`config.mk`:
```
export PLATFORM = sky130hd
export DESIGN_NAME = irq_controller
export DESIGN_NICKNAME = d
export VERILOG_FILES = /design/src/rtl/irq_pkg.sv /design/src/rtl/irq_sync_edge.sv /design/src/rtl/irq_controller.sv
export SDC_FILE = /design/constraint.sdc
export NUM_CORES = 1
export LEC_CHECK = 0
export ABC_AREA = 1
export ABC_CLOCK_PERIOD_IN_PS = 3700
export BUFFER_PORTS_ARGS = -buffer_cell sky130_fd_sc_hd__clkbuf_2
export CAP_MARGIN = 20
export CORE_MARGIN = 4
export CORE_UTILIZATION = 54
export CTS_CLUSTER_DIAMETER = 200
export DETAILED_ROUTE_END_ITERATION = 16
export PLACE_DENSITY = 0.86
export SKIP_LAST_GASP = 1
export SYNTH_ARGS = -nofsm -noshare
export SYNTH_HDL_FRONTEND = slang
export SYNTH_SLANG_ARGS = --single-unit
```
`constraint.sdc`:
```
create_clock -name clk -period 3.7 [get_ports clk]
set_input_delay 0.74 -clock clk [delete_from_list [all_inputs] [get_ports clk]]
set_output_delay 0.74 -clock clk [all_outputs]
set_load 0.01 [all_outputs]
```
`src/rtl/irq_pkg.sv`:
```
// Shared definitions for the interrupt controller: register offsets, window geometry and the
// fixed-priority helper.
package irq_pkg;

  localparam int unsigned MAX_NSRC    = 8;
  localparam int unsigned WINDOW_SIZE = 8;

  typedef enum logic [2:0] {
    RegPending = 3'd0,
    RegMask    = 3'd1,
    RegVector  = 3'd2,
    RegClaim   = 3'd3,
    RegEoi     = 3'd4
  } reg_off_e;

  // Lowest set bit wins; returns 0 for an empty vector.
  function automatic logic [7:0] lowest_index(input logic [MAX_NSRC-1:0] v);
    logic [7:0] idx;
    idx = '0;
    for (int i = int'(MAX_NSRC) - 1; i >= 0; i--) begin
      if (v[i]) idx = 8'(i);
    end
    return idx;
  endfunction

endpackage

```
`src/rtl/irq_sync_edge.sv`:
```
// One interrupt source: two-flop synchroniser, history flop and single-cycle rising-edge pulse.
module irq_sync_edge (
  input  logic clk,
  input  logic nreset,
  input  logic src,
  output logic evt
);

  logic s1_q, s2_q, s3_q;

  // Reset high so a source already asserted at reset release is not seen as an edge.
  always_ff @(posedge clk or negedge nreset) begin
    if (!nreset) begin
      s1_q <= 1'b1;
      s2_q <= 1'b1;
      s3_q <= 1'b1;
    end else begin
      s1_q <= src;
      s2_q <= s1_q;
      s3_q <= s2_q;
    end
  end

  assign evt = s2_q & ~s3_q;

endmodule

```
`src/rtl/irq_controller.sv`:
```
// Memory-mapped interrupt controller: latches source edges, masks, prioritises and drives the
// CPU's IRQ/IRQn; serviced through an 8-word register window.
module irq_controller
  import irq_pkg::*;
#(
  parameter int unsigned NSRC      = 8,
  parameter logic [15:0] BASE_ADDR = 16'hFF00
) (
  input  logic            clk,
  input  logic            nreset,
  input  logic [NSRC-1:0] src,
  input  logic [15:0]     address,
  input  logic [31:0]     data,
  input  logic            wren,
  output logic [31:0]     rdata,
  output logic            sel,
  output logic            IRQ,
  output logic [7:0]      IRQn
);

  localparam logic [MAX_NSRC-1:0] SrcValid = {MAX_NSRC{1'b1}} >> (MAX_NSRC - NSRC);

  logic [NSRC-1:0]     evt;
  logic [MAX_NSRC-1:0] evt_all;
  logic [MAX_NSRC-1:0] pending_q, pending_d;
  logic [MAX_NSRC-1:0] mask_q, mask_d;
  logic [MAX_NSRC-1:0] active;
  logic                in_service_q, in_service_d;
  logic [7:0]          isr_num_q, isr_num_d;
  logic                irq_q, irq_d;
  logic [7:0]          irqn_q, irqn_d;
  logic [2:0]          offset;
  logic                wr;
  logic [7:0]          claim_num;
  logic                claim_ok;
  logic                unused_data;

  for (genvar i = 0; i < NSRC; i++) begin : g_src
    irq_sync_edge u_sync (
      .clk    (clk),
      .nreset (nreset),
      .src    (src[i]),
      .evt    (evt[i])
    );
  end

  always_comb begin
    evt_all = '0;
    evt_all[NSRC-1:0] = evt;
  end

  assign sel         = (address[15:3] == BASE_ADDR[15:3]);
  assign offset      = address[2:0];
  assign wr          = sel & wren;
  assign claim_num   = data[7:0];
  assign unused_data = ^data[31:8];

  assign claim_ok = wr && (offset == RegClaim) && !in_service_q &&
                    ({24'b0, claim_num} < NSRC) &&
                    pending_q[claim_num[2:0]] && mask_q[claim_num[2:0]];

  assign active = pending_q & mask_q;

  always_comb begin
    pending_d    = pending_q;
    mask_d       = mask_q;
    in_service_d = in_service_q;
    isr_num_d    = isr_num_q;
    if (wr) begin
      case (offset)
        RegPending: pending_d    = pending_q & ~data[MAX_NSRC-1:0];
        RegMask:    mask_d       = data[MAX_NSRC-1:0] & SrcValid;
        RegEoi:     in_service_d = 1'b0;
        default: ;
      endcase
    end
    if (claim_ok) begin
      pending_d[claim_num[2:0]] = 1'b0;
      in_service_d              = 1'b1;
      isr_num_d                 = claim_num;
    end
    // Applied last so a fresh edge survives a same-cycle W1C or claim of that bit.
    pending_d = pending_d | evt_all;
    irq_d     = (active != '0) && !in_service_d;
    irqn_d    = lowest_index(active);
  end

  always_ff @(posedge clk or negedge nreset) begin
    if (!nreset) begin
      pending_q    <= '0;
      mask_q       <= '0;
      in_service_q <= 1'b0;
      isr_num_q    <= '0;
      irq_q        <= 1'b0;
      irqn_q       <= '0;
    end else begin
      pending_q    <= pending_d;
      mask_q       <= mask_d;
      in_service_q <= in_service_d;
      isr_num_q    <= isr_num_d;
      irq_q        <= irq_d;
      irqn_q       <= irqn_d;
    end
  end

  always_comb begin
    rdata = '0;
    if (sel) begin
      case (offset)
        RegPending: rdata = {24'b0, pending_q};
        RegMask:    rdata = {24'b0, mask_q};
        RegVector:  rdata = {irq_q, 23'b0, irqn_q};
        RegClaim:   rdata = {in_service_q, 23'b0, isr_num_q};
        default: ;
      endcase
    end
  end

  assign IRQ  = irq_q;
  assign IRQn = irqn_q;

endmodule

```
### Word level (Yosys, flattened, before mapping)

Cells that the tools add are included.
W data, S select, Z words.

| storage, ports and cells | value |
|---|---|
| register bits | 58 |
| input port bits | 59 |
| output and inout port bits | 42 |
| word-level logic and storage cells | 95 |

| cells by class | value |
|---|---|
| magnitude comparators | 3 |
| equality and inequality tests | 5 |
| multiplexer cells | 22 |
| bitwise gates (word level) | 23 |
| reduce and logical (&&, ||, !) cells | 12 |

Operator list:

| kind | number |
|---|---|
| $pmux W32 S4 | 1 |
| $mux W8 | 10 |
| $mux W32 | 1 |
| $and A8 B8 Y8 | 3 |
| $not A8 Y8 | 2 |
| $eq A13 B13 Y1 const B | 1 |
| $and A1 B1 Y1 | 9 |
| $lt A8 B4 Y1 const B | 1 |
| $not A1 Y1 | 8 |
| $or A8 B8 Y8 | 1 |
| $reduce_bool A8 Y1 | 1 |
| $logic_and A1 B1 Y1 | 7 |
| $bmux W1 S3 | 2 |
| $eq A3 B2 Y1 const B | 2 |
| $mux W1 | 6 |
| $lt A3 B4 Y1 const B | 1 |
| $demux W1 S3 | 1 |
| $eq A3 B1 Y1 const B | 1 |
| $eq A3 B3 Y1 const B | 1 |
| $ge A3 B1 Y1 const B | 1 |
| $logic_not A3 Y1 | 1 |
| $mux W3 | 1 |
| $logic_not A1 Y1 | 2 |
| $reduce_and A2 Y1 | 1 |

### Longest topological paths before layout

Gate-level depths: netlist of the first run.

| logic depth | value |
|---|---|
| depth in word-level cells | 10 |
| gate-level depth with buffers | 10 |
| mapped depth without buffers | 10 |

### Hierarchy

A second synthesis of the first run with hierarchy kept.

| unflattened totals | value |
|---|---|
| cell total of the unflattened synthesis | 338 |
| area total of the unflattened synthesis | 2813.9 sq um |

By module, submodules not included:

| module | times used | cells each | area an instance (sq um) | seq. area each (sq um) |
|---|---|---|---|---|
| irq_controller | 1 | 298 | 2103.3 | 725.7 |
| irq_sync_edge | 8 | 5 | 88.8 | 78.8 |

### Least setup slack after synthesis of the first run

No wires, ideal clock.

| timing path | value |
|---|---|
| path kind | input-to-output |
| start point | input address[4] |
| end point | output rdata[0] |
| arrival time | 1.755 ns |
| data required time | 2.960 ns |
| setup slack | 1.205 ns |
| stages | 5 |
| path buffers | 0 |
| cells stage by stage | nor2_1 -> inv_1 -> nor4_2 -> nand2_1 -> a21oi_1 |

| on the way | value |
|---|---|
| word-level cells in the longest chain between the ends | 2 |

RTL lines:

| element | RTL line | RTL |
|---|---|---|
| from (decl) | irq_controller.sv:12 | `input logic [15:0] address,` |
| $eq A13 B13 Y1 | irq_controller.sv:52 | `assign sel = (address[15:3] == BASE_ADDR[15:3]);` |
| net sel | irq_controller.sv:16 | `output logic sel,` |
| $mux W32 | irq_controller.sv:108 | `if (sel) begin` |
| to (decl) | irq_controller.sv:15 | `output logic [31:0] rdata,` |

The timed path passes the listed nets, and every way through them passes these cells.

### Worst setup path in the final report of the first run

| timing path | value |
|---|---|
| start point | input address[2] |
| end point | output rdata[2] |

| on the way | value |
|---|---|
| word-level cells in the longest chain between the ends | 3 |
| elaborated cells between the ends (all ways) | 6 |
| those cells by class | eq/ne: 3; mux: 2; reduce/logical: 1 |

RTL lines:

| element | RTL line | RTL |
|---|---|---|
| $eq A3 B2 Y1, or another cell as far along | irq_controller.sv:109 | `case (offset)` |
| $pmux W32 S4 (*) | irq_controller.sv:109 |  |
| $mux W32 (*) | irq_controller.sv:108 |  |

Every way passes the cells marked *; elsewhere a longest branch is shown, timed or not.

==> impl_metrics.tcl, run 1 <==
set metrics [dict create \
    post-route-drc-count 0 \
    flow.area_growth_from_synthesis_pct 10.8 \
    cts_buffers 5 \
    pin_count 101 \
    post_route_cells_drive_above_1_share_pct 28.2 \
    cp_data_required_time_ns 2.96 \
    worst_path_most_repeated_cell "clkbuf_2" \
    status "completed" \
    yosysWarningCount 0 \
    first_pass_iters 4 \
    grt_max_degree 34 \
    clkTransAtPathRegs_ns 0.09 \
    post_cts_buffers 0 \
    avgSynthCellArea_um2 8.37 \
    clockBufferDepth 2 \
    vias 2143 \
    fin_util_pct 61.4 \
    min_period_over_period_pct 72.3 \
    io_buffer_count 48 \
    multi_input_area_um2 1130 \
    netlist_instances 336 \
    cts.sinks 53 \
    power_leakage_uw 0.00169 \
    fmax_ghz 0.374 \
    nets 445 \
    start_kind "primary input" \
    dpl.hpwl_um 4170 \
    hold_path_class "reg2reg" \
    ys_ff_latch 53 \
    maxCapViolations 0 \
    yosysUniqueCellTypes 30 \
    seq_area_frac_synth_pct 48.2 \
    die-area_um2 6430 \
    path_cells "clkbuf_2 -> inv_2 -> nand3_1 -> o22ai_1 -> inv_1 -> a21oi_1 -> clkbuf_2" \
    root_buffer "clkbuf_8" \
    synth_area_um2 2810 \
    slew_violations 0 \
    critPathMaxStageDelay_ns 0.35 \
    layout_min_cycle_time_ns 2.67 \
    grt_pass1_vias 2033 \
    critPathKind "in2out" \
    grt_pass1_wl_um 8830 \
    arrival_ns 1.93 \
    ctsHoldBuffers 0 \
    grt_antenna_before_repair 0 \
    post_cts_resized 0 \
    track_usage_pct 17.7 \
    core_um2 5070 \
    peakVddDrop_mv 0.253 \
    layout_common_cells "nand2_1 (88), clkbuf_2 (48), inv_1 (44)" \
    rows 26 \
    fin_worst_skew_ns 0.00391 \
    grt_overflow 0 \
    crit_path_max_fanout 10 \
    cts_tree "done" \
    fillerInstances 464 \
    hold_viol_final 0 \
    p_per_area_nw_per_um2 346 \
    endpoint_kind "primary output" \
    gp_congestion 0.857 \
    dieWidth_um 80.2 \
    die_h_um 80.2 \
    setup_viol 0 \
    final_antenna_net_count 0 \
    crit_slowest_cell "nand3_1" \
    routedWlPerCell_um 11.9 \
    final_common_cell "nand2_1" \
    routed_via_density 4.69 \
    clk_latency_ns 0.30 \
    layout.area.seq_um2 1360 \
    rsz0062_at_grt "false" \
    h-tree-depth 2 \
    drtIter0Drc 165 \
    diodes 0 \
    tns_ns 0 \
    initial_core_util_pct 55.4 \
    wirelength_um 5420 \
]
-- critical path, delay by kind of cell --
kind,cells,cell delay [ns]
AOI/OAI and AO/OA,2,0.44
buffers and inverters,4,0.39
and+or+nand+nor,1,0.35
-- metal layers --
metal / GRT usage [%] / routed length [um]
met3: 4.04 / 407
met5: 0 / 0
met2: 29.9 / 2670
met1: 21.8 / 2250
met4: 7.26 / 94
-- report_power, final --
part	switching [uW]	total [uW]	leakage (uW)	internal, uW
Combinational	66.5	94.6	0.00108	28.1
Clock	183	376	0.0000599	193
Sequential	4.35	607	0.000548	603
-- cell type report --
| class | count | area share (%) |
|---|---|---|
| clock inverter | 1 | 0.201 |
| inverter | 48 | 5.86 |
| timing repair buffer | 49 | 7.95 |
| clock buffer | 7 | 3.45 |
| sequential | 53 | 43.5 |
| tap | 70 | 2.81 |
| multi-input combinational | 229 | 36.2 |
-- cells by family (layout without fill, tap and decap cells) --
family,Yosys count,in the layout,share of synthesized area (%)
AND/OR/NAND/NOR,163,163,27.8
other,1,28,0.133
AO/OA/AOI/OAI,38,38,8.58
buffers and inverters,81,105,15.3
flip-flops,53,53,48.2
-- registers in the layout, indices dropped and copies added, names as in the netlist --
signal and flops:
g_src.u_sync.s1_q 8, g_src.u_sync.s2_q 8, g_src.u_sync.s3_q 8, isr_num_q 8
mask_q 8, pending_q 8, IRQn 3, IRQ 1
in_service_q 1
-- cells in the mapped netlist --
cell      count  share of area [%]
inv_2         3               0.40
o21a_1        4                1.1
nand2_8       1               0.71
inv_4         1               0.22
o22ai_1       7                1.6
nor2_4        1               0.40
dfstp_2      24                 22
nor2_1       37                4.9
nor2_8        2                1.4
a21oi_1       8                1.4
nor4_2        1               0.44
a21boi_0      1               0.27
a22oi_1       4                1.1
nand3_2       6                2.1
nor3_1        1               0.18
a221oi_1      1               0.31
inv_1        44                5.9
nand3_4       2                1.2
a31oi_1       1               0.22
o21ai_2       4                1.2
nor2_2        6                1.3
buf_4        28                7.5
o21ai_0       8                1.4
conb_1        1               0.13
nand3_1      17                3.0
nand2_1      88                 12
buf_2         3               0.53
nand2_2       1               0.22
dfrtp_1      29                 26
buf_6         2               0.80
-- metrics by stage --
step | instance area (um2) | cells | setup slack, ns | hold WS, ns | power, uW
4_1_cts | 3120 | 457 | 1.04 | 0.360 | 1090
6_report | 3120 | 457 | 1.03 | 0.356 | 1080
2_1_floorplan | 2920 | 363 | 1.20 | 0.345 | 693
3_5_place_dp | 3000 | 449 | 1.05 | 0.347 | 712
3_3_place_gp | 3000 | 449 | 1.07 | 0.345 | 709
5_1_grt | 3120 | 457 | 0.878 | 0.366 | 1130
-- path summary, 6_finish.rpt --
check / slack, ns / cells past startpoint / startpoint / endpoint
max: 1.03 / 7 / address[2] / rdata[2]
min: 0.36 / 0 / g_src[3].u_sync.s1_q$_DFF_PN1_ / g_src[3].u_sync.s2_q$_DFF_PN1_
max reg2reg: 2.26 / 8 / in_service_q$_DFF_PN0_ / isr_num_q[0]$_DFFE_PN0N_
min reg2reg: 0.36 / 0 / g_src[3].u_sync.s1_q$_DFF_PN1_ / g_src[3].u_sync.s2_q$_DFF_PN1_
max in group asynchronous: 2.50 / 2 / nreset / g_src[6].u_sync.s1_q$_DFF_PN1_
min in group asynchronous: 0.38 / 1 / nreset / pending_q[1]$_DFF_PN0_
(Power assumes the default switching activity.)
==> inputs of run 2 (changes only) <==
Settings changed: ABC_CLOCK_PERIOD_IN_PS 3700 to 2700, CORE_UTILIZATION 54 to 50, PLACE_DENSITY 0.86 to 0.8.
Clock period 3.7 ns to 2.7 ns, I/O delays scaled along.
==> run 2 against run 1 <==
  * Combinational power up 41%
  * Clock skew about the same
  * Global-route usage down 1.6 points
  * Non-clock buffer count unchanged
  * Clock-buffer cell count unchanged
  * First-iteration DRC count down 4.2%
  * Cell count up 0.44%
  * Final area up 0.48%
  * Worst hold slack worse by 0.13 ns
  * Setup slack worse by 0.59 ns
  * Total power up 38%
  * Highest routed layer unchanged
==> impl_metrics.tcl, run 2 (synthesis results as in run 1) <==
set metrics [dict create \
    routedWlPerCell_um 12.2 \
    layout_min_cycle_time_ns 2.26 \
    post-route-drc-count 0 \
    p_int_uw 1130 \
    grt_max_degree 31 \
    slew_violations 0 \
    clkPwrFrac_pct 34.9 \
    dpl.hpwl_um 4340 \
    place_area_um2 3020 \
    nets 445 \
    flow.area_growth_from_synthesis_pct 11.3 \
    start_kind "primary input" \
    slew_headroom_pct 61.0 \
    post_cts_buffers 0 \
    h-tree-depth 2 \
    fin_util_pct 57.2 \
    io_buffer_count 48 \
    grt_pass1_vias 2022 \
    cts_tree "done" \
    min_period_over_period_pct 83.8 \
    clkTransAtPathRegs_ns 0.09 \
    rsz0062_at_grt "false" \
    initial_core_util_pct 51.4 \
    clockBufferDepth 2 \
    arrival_ns 1.72 \
    fillerInstances 514 \
    wirelength_um 5580 \
    routed_via_density 4.78 \
    cp_data_required_time_ns 2.16 \
    vias 2195 \
    critPathKind "in2out" \
    diodes 0 \
    cts.sinks 53 \
    root_buffer "clkbuf_8" \
    grt_overflow 0 \
    track_usage_pct 16.1 \
    clk_latency_ns 0.30 \
    tightestPinTransition_ns 0.585 \
    setup_viol 0 \
    grt_pass1_wl_um 9080 \
    die-area_um2 6890 \
    final_antenna_net_count 0 \
    crit_path_max_fanout 10 \
    hold_path_class "in2async" \
    gp_congestion 0.852 \
    dieWidth_um 83.0 \
    cts_buffers 5 \
    post_cts_resized 0 \
    rows 27 \
    fin_worst_skew_ns 0.00404 \
    fmax_ghz 0.442 \
    first_pass_iters 5 \
    netSwitchingPower_uw 351 \
    endpoint_kind "primary output" \
    layout_common_cells "nand2_1 (88), clkbuf_2 (48), inv_1 (44)" \
    power_leakage_uw 0.00169 \
    hold_viol_final 0 \
    final_cell_area_um2 3130 \
    core_um2 5470 \
    p_per_area_nw_per_um2 473 \
    drtIter0Drc 158 \
    post_route_cells_drive_above_1_share_pct 28.2 \
    final_common_cell "nand2_1" \
    pwr-share-comb_pct 9.0 \
    ctsHoldBuffers 0 \
    swShare_pct 23.7 \
    seq_power_share_pct 56.2 \
    maxCapViolations 0 \
    tns_ns 0 \
    pin_count 101 \
    die_h_um 83.0 \
    peakVddDrop_mv 0.463 \
    grt_antenna_before_repair 0 \
    status "completed" \
]
-- run 2: power groups by stage --
| stage | clock (uW) | sequential, uW | combinational [uW] |
|---|---|---|---|
| after floorplan | 0 | 845 | 105 |
| after global placement | 0 | 845 | 129 |
| after detailed placement | 0 | 847 | 132 |
| after CTS | 529 | 833 | 133 |
| after global routing | 560 | 835 | 150 |
| final | 517 | 832 | 133 |
-- run 2: area by class of cell --
type                       instances  area, um2  share of cell area (%)
inverter                          48        183                    5.83
tap                               72       90.1                    2.88
clock inverter                     1       6.26                   0.200
sequential                        53       1360                    43.3
multi-input combinational        229       1130                    36.0
timing repair buffer              49        260                    8.31
clock buffer                       7        108                    3.44
-- run 2: worst max-delay path, cell delays in order --
cell      delay (ns)
clkbuf_2        0.10
inv_2           0.08
nand3_1         0.35
o22ai_1         0.30
inv_1           0.06
a21oi_1         0.14
clkbuf_2        0.15
-- run 2: final timing paths --
check	from	end	slack [ns]	cells after the start
worst max register to register	in_service_q$_DFF_PN0_	isr_num_q[5]$_DFFE_PN0N_	1.26	8
worst max-delay path	address[2]	rdata[2]	0.44	7
worst min register to register	g_src[1].u_sync.s1_q$_DFF_PN1_	g_src[1].u_sync.s2_q$_DFF_PN1_	0.36	0
min in group clk	src[4]	g_src[4].u_sync.s1_q$_DFF_PN1_	0.31	1
worst min-delay path	nreset	pending_q[6]$_DFF_PN0_	0.22	1
max in group asynchronous	nreset	g_src[0].u_sync.s3_q$_DFF_PN1_	1.85	2
-- run 2: routing by layer --
metal  wire (um)  part of all wire (%)  GRT usage [%]  up-vias
met5           0                     0              0        -
met4         120                   2.2           5.94        0
met3         455                   8.2           4.56       13
met2        2720                    49           26.7       92
met1        2290                    41           20.0     1012
li1            -                     -              -     1078
-- run 2: metrics by stage --
stage	cells	power [uW]	hold WS (ns)	setup WS, ns
after CTS	459	1490	0.233	0.430
after global placement	451	974	0.345	0.468
after global routing	459	1540	0.252	0.323
final	459	1480	0.223	0.439
after floorplan	363	950	0.244	0.605
after detailed placement	451	979	0.347	0.434
